File: src/rtl/fifo_read_logic_if.sv
// rtl/fifo_read_logic_if.sv - read-side handshake bundle between FIFO read logic and its consumer
//
// Purpose: groups the read-domain request, synchronized write pointer and the
//          read logic's outputs into one bundle.
// Ports (signals):
//   rinc          consumer -> read logic  read request, level-sensitive
//   rq2_waddr     consumer -> read logic  synchronized gray write pointer
//   rempty        read logic -> consumer  registered empty flag
//   read_en       read logic -> consumer  read strobe to FIFO memory
//   raddr         read logic -> consumer  memory read address
//   raddr_gray    read logic -> consumer  gray read pointer for the write domain
//   ralmost_empty read logic -> consumer  only with FIFO_READ_ALMOST_EMPTY_EN
//   rlevel        read logic -> consumer  only with FIFO_READ_ALMOST_EMPTY_EN
// Modports: master = consumer side, slave = fifo_read_logic.

interface fifo_read_logic_if #(
    parameter int PTR_SZ = 2
);
    logic              rinc;
    logic [PTR_SZ:0]   rq2_waddr;
    logic              rempty;
    logic              read_en;
    logic [PTR_SZ-1:0] raddr;
    logic [PTR_SZ:0]   raddr_gray;
`ifdef FIFO_READ_ALMOST_EMPTY_EN
    logic              ralmost_empty;
    logic [PTR_SZ:0]   rlevel;

    modport master (
        output rinc, rq2_waddr,
        input  rempty, read_en, raddr, raddr_gray, ralmost_empty, rlevel
    );
    modport slave (
        input  rinc, rq2_waddr,
        output rempty, read_en, raddr, raddr_gray, ralmost_empty, rlevel
    );
`else
    modport master (
        output rinc, rq2_waddr,
        input  rempty, read_en, raddr, raddr_gray
    );
    modport slave (
        input  rinc, rq2_waddr,
        output rempty, read_en, raddr, raddr_gray
    );
`endif
endinterface

File: src/rtl/fifo_read_logic.sv
// rtl/fifo_read_logic.sv - read-domain pointer and empty-flag logic for the dual-clock gray FIFO
//
// Purpose: tracks the binary/gray read pointer, produces the read strobe and
//          memory address, and registers the empty flag against the
//          synchronized gray write pointer.
// Ports:
//   clk  read-domain clock, rising edge
//   rst  asynchronous active-low reset
//   rif  fifo_read_logic_if.slave (rinc, rq2_waddr in; rempty, read_en,
//        raddr, raddr_gray out; ralmost_empty, rlevel out with the option)
// Optional feature: FIFO_READ_ALMOST_EMPTY_EN adds the registered fill level
//          and almost-empty flag.

module fifo_read_logic #(
    parameter int PTR_SZ    = 2,
    parameter int AE_THRESH = 1
) (
    input  logic             clk,
    input  logic             rst,
    fifo_read_logic_if.slave rif
);

    typedef enum logic [1:0] {
        S_RST   = 2'd0,
        S_EMPTY = 2'd1,
        S_AVAIL = 2'd2
    } state_e;

    state_e          state_q, state_d;
    logic [PTR_SZ:0] rbin_q, rbin_d;
    logic [PTR_SZ:0] raddr_gray_q, raddr_gray_d;
    logic            rempty_q, rempty_d;
    logic            read_en;

    // Threshold outside 0..depth has no meaning; such a build carries this
    // marker scope so it is easy to spot in the elaborated hierarchy.
    if (AE_THRESH < 0 || AE_THRESH > (1 << PTR_SZ)) begin : g_ae_thresh_out_of_range
    end

    // ---------------- FSM: state register ----------------
    always_ff @(posedge clk or negedge rst) begin
        if (!rst) begin
            state_q <= S_RST;
        end else begin
            state_q <= state_d;
        end
    end

    // ---------------- FSM: next state ----------------
    always_comb begin
        state_d = state_q;
        case (state_q)
            S_RST:   state_d = S_EMPTY;
            S_EMPTY: if (!rempty_d) state_d = S_AVAIL;
            S_AVAIL: if (rempty_d)  state_d = S_EMPTY;
            default: state_d = S_RST;
        endcase
    end

    // ---------------- FSM: outputs ----------------
    // Built only from registered state so the strobe never depends on the
    // asynchronous write pointer.
    always_comb begin
        read_en = rif.rinc & ~rempty_q & (state_q != S_RST);
    end

    // ---------------- pointers and empty flag ----------------
    always_comb begin
        rbin_d       = rbin_q + {{PTR_SZ{1'b0}}, read_en};
        raddr_gray_d = (rbin_d >> 1) ^ rbin_d;
        // Compare the post-read pointer with the current write pointer, so a
        // write landing alongside the last read keeps the FIFO non-empty.
        rempty_d     = (raddr_gray_d == rif.rq2_waddr);
    end

    always_ff @(posedge clk or negedge rst) begin
        if (!rst) begin
            rbin_q       <= '0;
            raddr_gray_q <= '0;
            rempty_q     <= 1'b1;
        end else begin
            rbin_q       <= rbin_d;
            raddr_gray_q <= raddr_gray_d;
            rempty_q     <= rempty_d;
        end
    end

    assign rif.read_en    = read_en;
    assign rif.raddr      = rbin_q[PTR_SZ-1:0];
    assign rif.raddr_gray = raddr_gray_q;
    assign rif.rempty     = rempty_q;

`ifdef FIFO_READ_ALMOST_EMPTY_EN
    localparam logic [PTR_SZ:0] AE_THRESH_P = AE_THRESH[PTR_SZ:0];

    logic [PTR_SZ:0] wbin;
    logic [PTR_SZ:0] rlevel_q, rlevel_d;
    logic            ralmost_empty_q, ralmost_empty_d;

    // Gray to binary: each binary bit is the XOR of all gray bits at or above it.
    always_comb begin
        wbin = '0;
        for (int i = 0; i <= PTR_SZ; i++) begin
            wbin[i] = ^(rif.rq2_waddr >> i);
        end
    end

    always_comb begin
        rlevel_d        = wbin - rbin_d;
        ralmost_empty_d = (rlevel_d <= AE_THRESH_P);
    end

    always_ff @(posedge clk or negedge rst) begin
        if (!rst) begin
            rlevel_q        <= '0;
            ralmost_empty_q <= 1'b1;
        end else begin
            rlevel_q        <= rlevel_d;
            ralmost_empty_q <= ralmost_empty_d;
        end
    end

    assign rif.rlevel        = rlevel_q;
    assign rif.ralmost_empty = ralmost_empty_q;
`endif

endmodule

File: src/flat_wrapper.sv
// flat-port wrapper written by rule: the top's interface ports become plain ports
module fifo_read_logic_flat 
#(
    parameter int PTR_SZ    = 2,
    parameter int AE_THRESH = 1
)
  (clk, rst, rif_rinc, rif_rq2_waddr, rif_rempty, rif_read_en, rif_raddr, rif_raddr_gray);
  fifo_read_logic_if #(.PTR_SZ(PTR_SZ)) rif_i ();
  input  logic clk;
  input  logic rst;
  input wire logic [$bits(rif_i.rinc)-1:0] rif_rinc;
  input wire logic [$bits(rif_i.rq2_waddr)-1:0] rif_rq2_waddr;
  output wire logic [$bits(rif_i.rempty)-1:0] rif_rempty;
  output wire logic [$bits(rif_i.read_en)-1:0] rif_read_en;
  output wire logic [$bits(rif_i.raddr)-1:0] rif_raddr;
  output wire logic [$bits(rif_i.raddr_gray)-1:0] rif_raddr_gray;
  assign rif_i.rinc = rif_rinc;
  assign rif_i.rq2_waddr = rif_rq2_waddr;
  assign rif_rempty = rif_i.rempty;
  assign rif_read_en = rif_i.read_en;
  assign rif_raddr = rif_i.raddr;
  assign rif_raddr_gray = rif_i.raddr_gray;
  fifo_read_logic #(.PTR_SZ(PTR_SZ), .AE_THRESH(AE_THRESH)) u_core (.clk(clk), .rst(rst), .rif(rif_i));
endmodule
File: config.mk
export PLATFORM = sky130hd
export DESIGN_NAME = fifo_read_logic_flat
export DESIGN_NICKNAME = d
export VERILOG_FILES = /design/src/rtl/fifo_read_logic_if.sv /design/src/rtl/fifo_read_logic.sv /design/src/flat_wrapper.sv
export SDC_FILE = /design/constraint.sdc
export NUM_CORES = 1
export LEC_CHECK = 0
export ABC_AREA = 1
export CAP_MARGIN = 20
export CORE_AREA = 2 2 39 41
export CTS_CLUSTER_DIAMETER = 40
export CTS_CLUSTER_SIZE = 20
export DETAILED_ROUTE_END_ITERATION = 10
export DIE_AREA = 0 0 41 43
export GPL_TIMING_DRIVEN = 0
export HOLD_SLACK_MARGIN = 0.05
export PLACE_DENSITY_LB_ADDON = 0.1
export SLEW_MARGIN = 40
export SYNTH_ARGS = -nofsm -noshare
export SYNTH_HDL_FRONTEND = slang
export SYNTH_SLANG_ARGS = --single-unit
File: constraint.sdc
create_clock -name clk -period 4.6 [get_ports clk]
set_clock_uncertainty 0.05 [all_clocks]
set_input_delay 0.92 -clock clk [delete_from_list [all_inputs] [get_ports clk]]
set_output_delay 0.92 -clock clk [all_outputs]
set_load 0.1 [all_outputs]
==> key figures, run 1 <==
Yosys
  – Cells taking the most area after synthesis: sky130_fd_sc_hd__dfrtp_1 (42%), sky130_fd_sc_hd__nand2_1 (11%), sky130_fd_sc_hd__nand2_2 (11%), sky130_fd_sc_hd__nand3_1 (7.2%), sky130_fd_sc_hd__inv_1 (7.2%)
  – Post-synthesis sequential element count: 8
  – Post-synthesis cell count: 51
  – Share of the synthesized area in the top cell type: 0.420
  – Mapped Nets: between 50 and 60
  – Count of distinct cell types in the synthesized netlist: 12
  – Mean area per synthesized cell: between 8 and 9 µm²
  – Part of the Yosys area used for sequential elements: 0.483
  – Post-Synthesis Cell Area: 417 µm²
  – Most area-hungry cell type in the Yosys netlist: sky130_fd_sc_hd__dfrtp_1
  – Count of yosys warnings during synthesis: 0

Setup path
  – Setup Crit Path Kind: input pin to output pin
  – Crit-path max FO: 2
  – Cell class contributing the biggest share of worst-path delay: buffers and inverters
  – Combined buffer and inverter count along the critical path: 2
  – Worst Setup Start Kind: input pin
  – Standard cell with the maximum stage delay on the critical path: sky130_fd_sc_hd__clkdlybuf4s50_1
  – Required @ worst endpoint: approximately 3.6 ns
  – R2R setup slack: around 2.7 ns
  – Ordered cell list for the critical path: clkdlybuf4s50_1 -> nand2_1 -> nor2_1 -> buf_2
  – Worst path arrival time: ~2 ns
  – Peak per-stage delay on the critical path: approximately 0.45 ns
  – CP endpoint kind: output pin

Clock tree
  – Number of buffers on the longest clock path: 2
  – Setup Buffers After CTS: 0
  – Clock Pin Slew Worst Setup and Hold Paths: around 0.050 ns
  – Total CTS buffers: 3
  – Root buf cell: sky130_fd_sc_hd__clkbuf_4
  – TritonCTS clock tree: yes
  – TritonCTS Sinks: 8
  – Number of H-tree levels: 1
  – Source-to-sink clock delay at the later pin of the worst-skew pair: 0.25 ns
  – Number of gates resized after CTS: 0
  – # hold bufs at CTS: 0

Routing
  – DR iter-0 viols: 3
  – Via density per instance: between 4 and 5
  – Vias: around 350
  – Final routed wirelength across all metal layers: about 650 µm
  – TritonRoute pass-1 iters: 2
  – Antenna-violating nets left: 0
  – Wire length per cell after detailed routing: between 7 and 8 µm
  – Remaining routing DRC violations: 0

Global routing
  – Sum of overflow across all layers after global routing: 0
  – Global-route wire length before repair: roughly 1100 µm
  – Largest net degree at the start of global routing: 9
  – Via count of the first global-routing pass: between 300 and 400
  – Initial antenna violation count: 0
  – GRT Resource Usage Total: 0.0941

Min path
  – Worst hold path type: flip-flop to flip-flop

Layout
  – Synth-to-Final Area Change: 31.5%
  – Most common library cell in the layout ignoring fill and taps: sky130_fd_sc_hd__nand2_1
  – Final net count: 76
  – Most used cells in the layout excluding fill and tap cells: sky130_fd_sc_hd__nand2_1 (12), sky130_fd_sc_hd__inv_1 (8), sky130_fd_sc_hd__nand2_2 (7), sky130_fd_sc_hd__buf_2 (7), sky130_fd_sc_hd__dfrtp_1 (7)
  – Final antenna diode count: 0
  – Share of cells above drive strength 1: 0.328

Timing
  – Min Clock Period, post-route: between 2 and 3 ns
  – Worst slew margin relative to its limit: 0.678
  – Final Hold Viols: 0
  – Final critical-path share of the clock period: 0.646
  – Setup TNS: 0 ns
  – Count of final setup violators: 0
  – Slew Viols, Final: 0
  – Least-Margin Pin Slew: a little under 0.5 ns
  – Maximum operating frequency: around 0.34 GHz
  – RSZ-0062 raised after global routing: false

Floorplanning
  – Full die area: around 1800 µm²
  – Die span in x: between 40 and 50 µm
  – Number of I/O pins: 13
  – Standard cell core area: 1380 µm²
  – Number of rows created at floorplan: 14
  – Die Ht: ~43 µm
  – Initial cell density of the core: 0.301

Placed design
  – Buffers added on ports: 12
  – Final weighted congestion in routability-driven placement: about 0.73
  – Half-perimeter wire length of the detailed placement result: about 570 µm

Run status
  – Outcome: complete, no violations

Flow run
  – Max-cap violations: 0
[cell families after synthesis]
family          after synthesis  synth area share
simple gates                 30             0.345
buf+inv                      10            0.0901
flops                         8             0.483
fa+ha+maj                     2            0.0601
compound gates                1            0.0210
[state kept, by name, indices dropped and copies added, names as in the netlist]
| signal | cells |
|---|---|
| u_core.rif.rempty | 1 |
| u_core.rif.raddr_gray | 3 |
| u_core.rbin_q | 2 |
| u_core.state_q | 2 |
[cell usage after synthesis (all sizes together)]
cell type,count
a21oi,1
dfrtp,7
dfstp,1
ha,2
inv,10
nand2,19
nand3,6
nand3b,1
nor2,4
[through the flow]
stage / area [µm²] / hold WS [ns] / std cells / utilization / worst slack, ns
floorplan: 417 / 0.454 / 51 / - / 1.04
global placement: 557 / 0.475 / 79 / 0.402 / 0.912
detailed placement: 522 / 0.479 / 79 / 0.377 / 1.62
CTS: 548 / 0.487 / 83 / 0.396 / 1.61
global route: 548 / 0.510 / 83 / 0.396 / 1.56
finish: 548 / 0.483 / 83 / 0.396 / 1.63
[tightest hold or removal path: cells and delay by family, from the launching register on]
| kind | cells | cell delay [ns] |
|---|---|---|
| and+or+nand+nor | 1 | 0.05 |
| DFF | 1 | 0.33 |
| buffers and inverters | 1 | 0.08 |
| AOI/OAI and AO/OA | 1 | 0.03 |
[path summary, 6_finish.rpt]
kind	start	end	cells past startpoint
min in group asynchronous	rst	u_core.rbin_q[0]	1
setup / recovery	rif_rinc	rif_read_en	4
hold reg to reg	u_core.state_q[1]	u_core.state_q[0]	3
max in group asynchronous	rst	u_core.rif.rempty	1
hold / removal	u_core.state_q[1]	u_core.state_q[0]	3
setup reg to reg	u_core.state_q[0]	u_core.state_q[1]	15
[per-layer routing]
| layer | vias to the layer above | global-route usage | part of all wire |
|---|---|---|---|
| met1 | 146 | 0.125 | 0.49 |
| met2 | 11 | 0.125 | 0.41 |
| met4 | 0 | 0.0600 | 0.0092 |
| met3 | 2 | 0.0314 | 0.084 |
| li1 | 188 | - | - |
| met5 | - | 0 | 0 |
[final cells by class]
cell class,instances,area [µm²]
fill,153,836
sequential,8,201
multi-input combinational,33,178
timing repair buffer,12,85.1
inverter,10,37.5
clock buffer,4,26.3
tap,16,20.0
Power of run 1 is not shown: default switching activity piles up to over one toggle a cycle in this logic, so the estimate is an artifact.
==> run 2, diff against run 1 <==
Clock period 4.6 ns to 3 ns, I/O delays scaled along.
==> key figures, run 2 (same netlist as run 1, synthesis figures left out) <==
Run status
  – Outcome: complete, no violations

Timing
  – Least-Margin Pin Slew: roughly 0.49 ns
  – Worst slew margin relative to its limit: 0.679
  – RSZ-0062 raised after global routing: false
  – Final Hold Viols: 0
  – Final critical-path share of the clock period: 0.762
  – Maximum operating frequency: approximately 0.44 GHz
  – Min Clock Period, post-route: between 2 and 2.5 ns
  – Slew Viols, Final: 0
  – Count of final setup violators: 0

Floorplanning
  – Full die area: approximately 1800 µm²
  – Number of I/O pins: 13
  – Die span in x: 41 µm
  – Number of rows created at floorplan: 14
  – Initial cell density of the core: 0.301
  – Die Ht: about 43 µm
  – Standard cell core area: between 1000 and 1500 µm²

Clock tree
  – # hold bufs at CTS: 0
  – Number of buffers on the longest clock path: 2
  – Setup Buffers After CTS: 0
  – Number of H-tree levels: 1
  – Source-to-sink clock delay at the later pin of the worst-skew pair: around 0.25 ns
  – Clock Pin Slew Worst Setup and Hold Paths: about 0.050 ns
  – TritonCTS Sinks: 8
  – TritonCTS clock tree: yes
  – Number of gates resized after CTS: 0
  – Total CTS buffers: 3
  – Root buf cell: sky130_fd_sc_hd__clkbuf_4

Layout
  – Utilization after layout: 0.398
  – Number of inserted filler cells in the final layout: 146
  – Number of flip-flops in the largest register: 3
  – Final antenna diode count: 0
  – Synth-to-Final Area Change: 32.1%
  – Final net count: 76
  – Most used cells in the layout excluding fill and tap cells: sky130_fd_sc_hd__nand2_1 (12), sky130_fd_sc_hd__inv_1 (8), sky130_fd_sc_hd__nand2_2 (7), sky130_fd_sc_hd__buf_2 (7), sky130_fd_sc_hd__dfrtp_1 (7)
  – Most common library cell in the layout ignoring fill and taps: sky130_fd_sc_hd__nand2_1
  – Share of cells above drive strength 1: 0.343

Setup path
  – Crit-path max FO: 2
  – Required @ worst endpoint: 2.35 ns
  – Standard cell with the maximum stage delay on the critical path: sky130_fd_sc_hd__clkdlybuf4s50_1
  – CP endpoint kind: output pin
  – Ordered cell list for the critical path: clkdlybuf4s50_1 -> nand2_1 -> nor2_2 -> buf_2
  – Setup Crit Path Kind: input pin to output pin
  – Worst Setup Start Kind: input pin
  – Worst path arrival time: 1.64 ns
  – Peak per-stage delay on the critical path: roughly 0.45 ns
  – R2R setup slack: slightly above 1 ns

Global routing
  – Largest net degree at the start of global routing: 9
  – Initial antenna violation count: 0
  – Via count of the first global-routing pass: around 310
  – Sum of overflow across all layers after global routing: 0
  – Global-route wire length before repair: about 1300 µm
  – GRT Resource Usage Total: 0.109

Routing
  – Vias: about 350
  – Remaining routing DRC violations: 0
  – DR iter-0 viols: 0
  – Via density per instance: about 4.2
  – Final routed wirelength across all metal layers: around 690 µm
  – TritonRoute pass-1 iters: 1
  – Wire length per cell after detailed routing: 8.27 µm
  – Antenna-violating nets left: 0

Min path
  – Worst hold path type: flip-flop to flip-flop

Flow run
  – Max-cap violations: 0

Placed design
  – Half-perimeter wire length of the detailed placement result: ~580 µm
  – Buffers added on ports: 12
  – Final weighted congestion in routability-driven placement: 0.706
==> run 2: changes by cell type in the layout (fill, tap and decap cells not counted) <==
cell,change
sky130_fd_sc_hd__nor2_1,-1
sky130_fd_sc_hd__nor2_2,+1
==> run 2: worst max-delay path, delay by kind of cell <==
family / cells / cell delay [ns]
and+or+nand+nor: 2 / 0.15
buffers and inverters: 2 / 0.88
==> run 2: metal layers <==
metal | GRT usage | up-vias | wire [µm]
met5 | 0 | - | 0
met4 | 0.100 | 0 | 25
met3 | 0.0157 | 4 | 44
met2 | 0.144 | 11 | 299
met1 | 0.145 | 146 | 316
li1 | - | 188 | -
==> run 2: final cells by class <==
cell class | count | area [µm²] | area share
well taps | 16 | 20.0 | 0.0364
flip-flops and latches | 8 | 201 | 0.366
multi-input cells | 33 | 180 | 0.327
repair buffers | 12 | 85.1 | 0.155
clock buffers | 4 | 26.3 | 0.0477
inverters | 10 | 37.5 | 0.0682
==> run 2: final timing paths <==
kind	startpoint	endpoint	cells after the start
setup / recovery	rif_rinc	rif_read_en	4
hold / removal	u_core.state_q[1]	u_core.state_q[0]	3
setup reg to reg	u_core.state_q[0]	u_core.state_q[1]	15
hold reg to reg	u_core.state_q[1]	u_core.state_q[0]	3
max in group asynchronous	rst	u_core.rif.rempty	1
min in group asynchronous	rst	u_core.rif.raddr_gray[2]	1
==> run 2: per-stage QoR <==
| stage | hold WS [ns] | std cells | worst slack, ns | cell area [µm²] | TNS, ns |
|---|---|---|---|---|---|
| 6_report | 0.487 | 83 | 0.713 | 551 | 0 |
| 5_1_grt | 0.540 | 83 | 0.657 | 551 | 0 |
| 3_3_place_gp | 0.475 | 79 | -0.00404 | 559 | -0.00404 |
| 3_5_place_dp | 0.487 | 79 | 0.567 | 524 | 0 |
| 4_1_cts | 0.496 | 83 | 0.703 | 551 | 0 |
| 2_1_floorplan | 0.254 | 51 | 0.288 | 419 | 0 |
Power of run 2 is left out for the same reason.
==> run 3, diff against run 2 <==
Clock period 3 ns to 2.29 ns, I/O delays scaled along.
==> key figures, run 3 (same netlist as run 1, synthesis figures left out) <==
Layout
  – Number of flip-flops in the largest register: 3
  – Share of cells above drive strength 1: 0.373
  – Final antenna diode count: 0
  – Most common library cell in the layout ignoring fill and taps: sky130_fd_sc_hd__nand2_1
  – Most used cells in the layout excluding fill and tap cells: sky130_fd_sc_hd__nand2_1 (12), sky130_fd_sc_hd__inv_1 (8), sky130_fd_sc_hd__nand2_2 (7), sky130_fd_sc_hd__buf_2 (7), sky130_fd_sc_hd__dfrtp_1 (7)
  – Synth-to-Final Area Change: 40.2%
  – Final net count: 76
  – Utilization after layout: 0.422
  – Post-route standard cell area excluding fillers: between 500 and 600 µm²

Timing
  – Count of final setup violators: 0
  – Final Hold Viols: 0
  – Worst slew margin relative to its limit: 0.678
  – Maximum operating frequency: between 0.4 and 0.5 GHz
  – Least-Margin Pin Slew: approximately 0.49 ns
  – RSZ-0062 raised after global routing: false
  – Final critical-path share of the clock period: 0.906
  – Worst Slack Setup Final: between 0.2 and 0.25 ns
  – Min Clock Period, post-route: slightly above 2 ns
  – Slew Viols, Final: 0

Setup path
  – FF-to-FF Start: u_core.state_q[0]
  – Setup Crit Path Kind: input pin to output pin
  – Number of cell instances on the worst register-to-register path: 15
  – Worst Setup Start Kind: input pin
  – CP endpoint kind: output pin
  – Destination of the worst register-to-register timing path: u_core.state_q[1]
  – Crit-path max FO: 2
  – Worst path arrival time: between 1.5 and 2 ns
  – R2R setup slack: 0.43 ns
  – Required @ worst endpoint: about 1.8 ns

Floorplanning
  – Standard cell core area: 1380 µm²
  – Initial cell density of the core: 0.301
  – Number of rows created at floorplan: 14
  – Full die area: approximately 1800 µm²
  – Die Ht: 43 µm
  – Number of I/O pins: 13
  – Die span in x: about 41 µm

Clock tree
  – # hold bufs at CTS: 0
  – Total CTS buffers: 3
  – TritonCTS clock tree: yes
  – Clock Pin Slew Worst Setup and Hold Paths: about 0.060 ns
  – Number of H-tree levels: 1
  – Number of gates resized after CTS: 0
  – Setup Buffers After CTS: 0
  – Source-to-sink clock delay at the later pin of the worst-skew pair: ~0.25 ns
  – TritonCTS Sinks: 8
  – Root buf cell: sky130_fd_sc_hd__clkbuf_4
  – Number of buffers on the longest clock path: 2

Flow run
  – Max-cap violations: 0

Placed design
  – Final weighted congestion in routability-driven placement: ~0.71
  – Half-perimeter wire length of the detailed placement result: about 570 µm
  – Cell area after placement: about 560 µm²
  – Pre-CTS setup slack: approximately 0.076 ns
  – Buffers added on ports: 12

Min path
  – Worst hold path type: input pin to async pin

Global routing
  – Sum of overflow across all layers after global routing: 0
  – GRT Resource Usage Total: 0.100
  – Largest net degree at the start of global routing: 9
  – Initial antenna violation count: 0
  – Via count of the first global-routing pass: a little over 300
  – Global-route wire length before repair: 1140 µm

Run status
  – Outcome: complete, no violations

Routing
  – Final routed wirelength across all metal layers: around 700 µm
  – Wire length per cell after detailed routing: between 8 and 9 µm
  – DR iter-0 viols: 12
  – Vias: 350
  – TritonRoute pass-1 iters: 5
  – Antenna-violating nets left: 0
  – Remaining routing DRC violations: 0
  – Via density per instance: 4.22
run 3: cell counts in the layout (fill, tap and decap cells not counted):
Identical to the previous run, type by type.
run 3: worst max-delay path: stages:
cell and delay [ns]:
sky130_fd_sc_hd__clkdlybuf4s50_1 0.45, sky130_fd_sc_hd__nand2_1 0.08, sky130_fd_sc_hd__nor2_4 0.14, sky130_fd_sc_hd__buf_2 0.44
run 3: per-layer routing:
| metal | global-route usage | part of all wire | vias up |
|---|---|---|---|
| met5 | 0 | 0 | - |
| met4 | 0.0800 | 0.0086 | 0 |
| met3 | 0.0314 | 0.091 | 2 |
| met2 | 0.125 | 0.43 | 14 |
| met1 | 0.135 | 0.47 | 150 |
| li1 | - | - | 184 |
run 3: how the worst max path moves through the flow:
stage | startpoint | to | slack (ns)
floorplan | u_core.rif.rempty | u_core.state_q[1] | 0.08
finish | rif_rinc | rif_read_en | 0.21
global placement | rif_rinc | rif_read_en | -0.50
detailed placement | rif_rinc | u_core.state_q[1] | 0.08
CTS | rif_rinc | rif_read_en | 0.20
global route | rif_rinc | rif_read_en | 0.17
run 3: stage by stage:
step / instances / hold slack, ns / TNS, ns
after detailed placement: 79 / 0.486 / 0
after floorplan: 51 / 0.112 / 0
final: 83 / 0.433 / 0
after global routing: 83 / 0.465 / 0
after CTS: 83 / 0.444 / 0
after global placement: 79 / 0.476 / -0.497
run 3: layout make-up:
class	instances	area, µm²
multi-input combinational	33	210
sequential	8	205
tap	16	20.0
clock buffer	4	26.3
inverter	10	37.5
fill	160	800
timing repair buffer	12	85.1
Power of run 3 is left out for the same reason.
==> RTL change 1, RTL diff (settings of run 3) <==
`PTR_SZ` is set to 2 in 3 places; all go to 3.
--- a/src/rtl/fifo_read_logic_if.sv
+++ b/src/rtl/fifo_read_logic_if.sv
@@ -15,5 +15,5 @@
 
 interface fifo_read_logic_if #(
-    parameter int PTR_SZ = 2
+    parameter int PTR_SZ = 3
 );
     logic              rinc;
--- a/src/rtl/fifo_read_logic.sv
+++ b/src/rtl/fifo_read_logic.sv
@@ -13,5 +13,5 @@
 
 module fifo_read_logic #(
-    parameter int PTR_SZ    = 2,
+    parameter int PTR_SZ    = 3,
     parameter int AE_THRESH = 1
 ) (
--- a/src/flat_wrapper.sv
+++ b/src/flat_wrapper.sv
@@ -2,5 +2,5 @@
 module fifo_read_logic_flat 
 #(
-    parameter int PTR_SZ    = 2,
+    parameter int PTR_SZ    = 3,
     parameter int AE_THRESH = 1
 )
Ports: changed (resized rif_raddr, rif_raddr_gray and rif_rq2_waddr); port bits go from 13 to 16. The function was not compared with the original's and may differ.
==> RTL change 1 against run 3 <==
- synthesized cell count rose by 35%
- worst hold slack improved by 0.024 ns
- synthesized area rose by 28%
- wire length rose by 46%
- count of clock-buffer cells in the layout did not move
- first-iteration DRC count fell by 75%
- non-clock buffer count rose by 3
- cell count rose by 25%
- worst setup slack got worse by 0.011 ns
- highest routed layer unchanged
- sequential cell count rose by 2
- cell area rose by 25%
Power is not shown: default switching activity piles up to over one toggle a cycle in this logic, so the estimate is an artifact.
==> RTL change 1: results (changes against run 3) <==
Global route
  • Tot GR Track Use: 0.145 (was 0.100)
  • Largest net degree at the start of global routing: 11 (was 9)
  • Vias in the first global route: 444 (was 307)
  • Initial antenna violation count: 0 (unchanged)
  • First-pass GRT wire length: 1750 microns (was 1140 microns)

Yosys
  • EDFF count, synth: 0 (unchanged)
  • Synth Area in XOR/XNOR: 0 (unchanged)
  • Syn nets: 78 (was 59)
  • Most common library cells after synthesis: nand2_1 (21), inv_1 (11), nand3_1 (11) (was nand2_1 (12), inv_1 (8), dfrtp_1 (7), nand2_2 (7), nand3_1 (6))
  • Adder-cell area share of the yosys netlist: 0.0469 (was 0.0601)
  • Post-synthesis compound-gate area fraction: 0.00939 (was 0.0210)
  • Post-synthesis sequential area ratio: 0.472 (was 0.483)
  • Area contributors post-synth: dfrtp_1 (42%), nand2_1 (15%), nand3_1 (10%) (was dfrtp_1 (42%), nand2_1 (11%), nand2_2 (11%))

Layout
  • Count of multi-input gates: 48 (was 33)
  • Nonclk inv count: 11 (was 10)
  • Area growth from synthesis to layout: 37.1% (was 40.2%)
  • Max reg flops: 4 (was 3)
  • Seq area share: 0.349 (was 0.351)
  • Layout Nets: 98 (was 76)
  • Share of layout cells above drive strength 1: 0.273 (was 0.373)
  • Non-clock buffer share: 0.144 (was 0.146)
  • Multi-input gate share of total cell area: 0.373 (was 0.360)
  • Clk_buf instances: 4 (unchanged)
  • Clock-cell share of area: 0.0497 (was 0.0450)
  • Number of non-clock buffers in the layout: 15 (was 12)
  • Fill cells: 136 (was 160)
  • Num sequential: 10 (was 8)

Status
  • Status: completed (unchanged)

Routing
  • Initial DRC Count: 3 (was 12)
  • Post-Route WL: 1020 microns (was 700 microns)
  • DR pass1 iterations: 2 (was 5)
  • Total number of vias: 487 (was 350)

Clock network
  • # H-tree levels: 1 (unchanged)
  • CTS Hold Bufs: 0 (unchanged)
  • CTS Buf Count: 3 (unchanged)

Placement
  • Hpwl dp: 855 microns (was 570 microns)
  • Port bufs: 15 (was 12)
  • RePlAce Congestion: 0.669 (was 0.714)
  • Area after DPL: 694 sq um (was 558 sq um)

Critical path
  • CP max FO: 5 (was 2)
  • CP peak stage delay: 0.45 ns (about the same)
  • Worst path slowest cell: clkdlybuf4s50_1 (unchanged)
  • Worst Path Arrival: 2.20 ns (was 1.57 ns)
  • CP top delay family: simple AND/OR/NAND/NOR gates (was buffers and inverters)

STA
  • Worst slew margin: 0.676 (was 0.678)
-- RTL change 1: metrics by stage --
stage	hold slack, ns	setup TNS [ns]	setup WS, ns	std cells
after floorplan	0.112	-0.00727	-0.00727	69
after global placement	0.465	-0.575	-0.497	100
after detailed placement	0.477	-0.154	-0.0838	100
after CTS	0.469	0	0.200	104
after global routing	0.495	0	0.0327	104
final	0.457	0	0.204	104
-- RTL change 1: path summary, 6_finish.rpt --
check	start	end	slack [ns]	cells past startpoint
min in group clk	u_core.state_q[0]	u_core.state_q[0]	0.48	3
worst max register to register	u_core.state_q[0]	u_core.state_q[1]	0.33	15
max in group asynchronous	rst	u_core.rif.rempty	1.39	1
worst min-delay path	rst	u_core.rbin_q[1]	0.46	1
worst max-delay path	rif_rinc	u_core.state_q[1]	0.20	15
worst min register to register	u_core.state_q[0]	u_core.state_q[0]	0.48	3
-- RTL change 1: per-layer routing --
layer  GRT usage  wire, microns
met1       0.184            450
met2       0.225            520
met3      0.0314             37
met4      0.0600             14
met5           0              0
==> RTL change 2, RTL diff (config.mk and constraints of run 3) <==
Without the edit above. Encoding of `state_e`: now one-hot (3 bits for 3 states).
--- a/src/rtl/fifo_read_logic.sv
+++ b/src/rtl/fifo_read_logic.sv
@@ -21,8 +21,8 @@
 );
 
-    typedef enum logic [1:0] {
-        S_RST   = 2'd0,
-        S_EMPTY = 2'd1,
-        S_AVAIL = 2'd2
+    typedef enum logic [2:0] {
+        S_RST   = 3'b001,
+        S_EMPTY = 3'b010,
+        S_AVAIL = 3'b100
     } state_e;
 
Behaviour: same outputs for any inputs over 10 cycles, from zero or initial values and one cycle with rst low; not proved beyond that.
==> RTL change 2 against run 3 <==
- cell area increased by 9.2%
- sequential cell count grew 1
- worst setup slack got worse by 0.061 ns
- maximum frequency fell by 2.8%
- global-route usage increased by 1.9 points
- synthesized area up 11%
- worst hold slack improved by 0.011 ns
- via count grew 12%
- wire length grew 12%
Power is left out: the tool's default activity adds up to more than one toggle a clock period on the data nets, which glitch-free logic cannot reach.
==> RTL change 2: results (changes against run 3) <==
Status
  • Status: completed (unchanged)

STA
  • Worst Max-Slew Pin Slew: 0.485 ns (was 0.486 ns)
  • Hold Fails Final Rpt: 0 (unchanged)
  • Final TNS setup: 0 ns (unchanged)
  • Max frequency: 468 MHz (was 482 MHz)

Global route
  • Tot GR Track Use: 0.119 (was 0.100)
  • Largest net degree at the start of global routing: 10 (was 9)
  • Vias in the first global route: 347 (was 307)
  • First-pass GRT wire length: 1360 microns (was 1140 microns)
  • Initial antenna violation count: 0 (unchanged)

Clock network
  • Clock slew at reported path FFs: 0.06 ns (about the same)
  • Root Buffer: clkbuf_4 (unchanged)
  • Clock Latency Late Sink: 0.25 ns (about the same)
  • # H-tree levels: 1 (unchanged)
  • # Post-CTS Setup Buffers: 0 (unchanged)
  • CTS resizes: 1 (was 0)

Yosys
  • Syn nets: 62 (was 59)
  • Fraction of registers with async set/reset: 1.00 (unchanged)
  • Mapped Cells: 54 (was 51)
  • Synth Flop Type: dfrtp_1 (unchanged)
  • Most common library cells after synthesis: nand2_1 (9), inv_1 (8), dfrtp_1 (7), nand2_2 (7), nand3_1 (7) (was nand2_1 (12), inv_1 (8), dfrtp_1 (7), nand2_2 (7), nand3_1 (6))
  • Area contributors post-synth: dfrtp_1 (38%), dfstp_2 (11%), nand2_2 (9.5%) (was dfrtp_1 (42%), nand2_1 (11%), nand2_2 (11%))
  • Synth warn: 0 (unchanged)
  • Post-synthesis compound-gate area fraction: 0.0244 (was 0.0210)
  • Synth unique cells: 14 (was 12)
  • EDFF count, synth: 0 (unchanged)
  • Synth Area in XOR/XNOR: 0 (unchanged)
  • Mux cell area share after synthesis: 0 (unchanged)
  • Adder-cell area share of the yosys netlist: 0.0542 (was 0.0601)
  • Post-synthesis sequential area ratio: 0.493 (was 0.483)

Critical path
  • R2r startpoint: u_core.state_q[0] (unchanged)
  • CP max FO: 5 (was 2)
  • Worst Path Arrival: 2.22 ns (was 1.57 ns)
  • Type of origin of the critical path: flop (was input port)
  • Worst path slowest cell: dfstp_2 (was clkdlybuf4s50_1)
  • Worst R2R Setup Slack: 0.15 ns (was 0.43 ns)
  • CP peak stage delay: 0.52 ns (was 0.45 ns)
  • FF-to-FF path depth: 14 (was 15)
  • Setup crit end: u_core.state_q[2] (was rif_read_en)
  • CP top delay family: simple AND/OR/NAND/NOR gates (was buffers and inverters)

Placement
  • RePlAce Congestion: 0.689 (was 0.714)
  • Placed insts: 82 (was 79)
  • Port bufs: 12 (unchanged)
  • Hpwl dp: 679 microns (was 570 microns)
  • Area after DPL: 607 sq um (was 558 sq um)
  • Pre-CTS setup slack: -0.0161 ns (was 0.0757 ns)

Layout
  • Share of layout cells above drive strength 1: 0.457 (was 0.373)
  • Layout Nets: 79 (was 76)

Routing
  • Post-Route WL: 782 microns (was 700 microns)
  • Wire length per cell: 9.09 microns (was 8.43 microns)
  • DR pass1 iterations: 1 (was 5)
  • Initial DRC Count: 0 (was 12)
  • Total number of vias: 392 (was 350)
RTL change 2: cell type report:
type                            count  area (sq um)
Multi-Input combinational cell     34           234
Clock buffer                        4          26.3
Inverter                           11          41.3
Timing Repair Buffer               12          85.1
Sequential cell                     9           231
Fill cell                         152           746
Tap cell                           16          20.0
RTL change 2: worst min-delay path by stage:
stage	slack [ns]	from	end
after global placement	0.50	u_core.state_q[2]	u_core.state_q[0]
after detailed placement	0.51	u_core.rbin_q[0]	u_core.rbin_q[0]
final	0.44	rst	u_core.rif.raddr_gray[2]
after floorplan	0.11	rst	u_core.rbin_q[0]
after global routing	0.46	rst	u_core.state_q[1]
after CTS	0.45	rst	u_core.rif.raddr_gray[2]
RTL change 2: routing by layer:
metal  GRT usage  part of all wire  vias to the layer above
met5           0                 0                        -
li1            -                 -                      200
met3      0.0157             0.065                        2
met4       0.120             0.024                        0
met1       0.155              0.46                      179
met2       0.156              0.45                       11
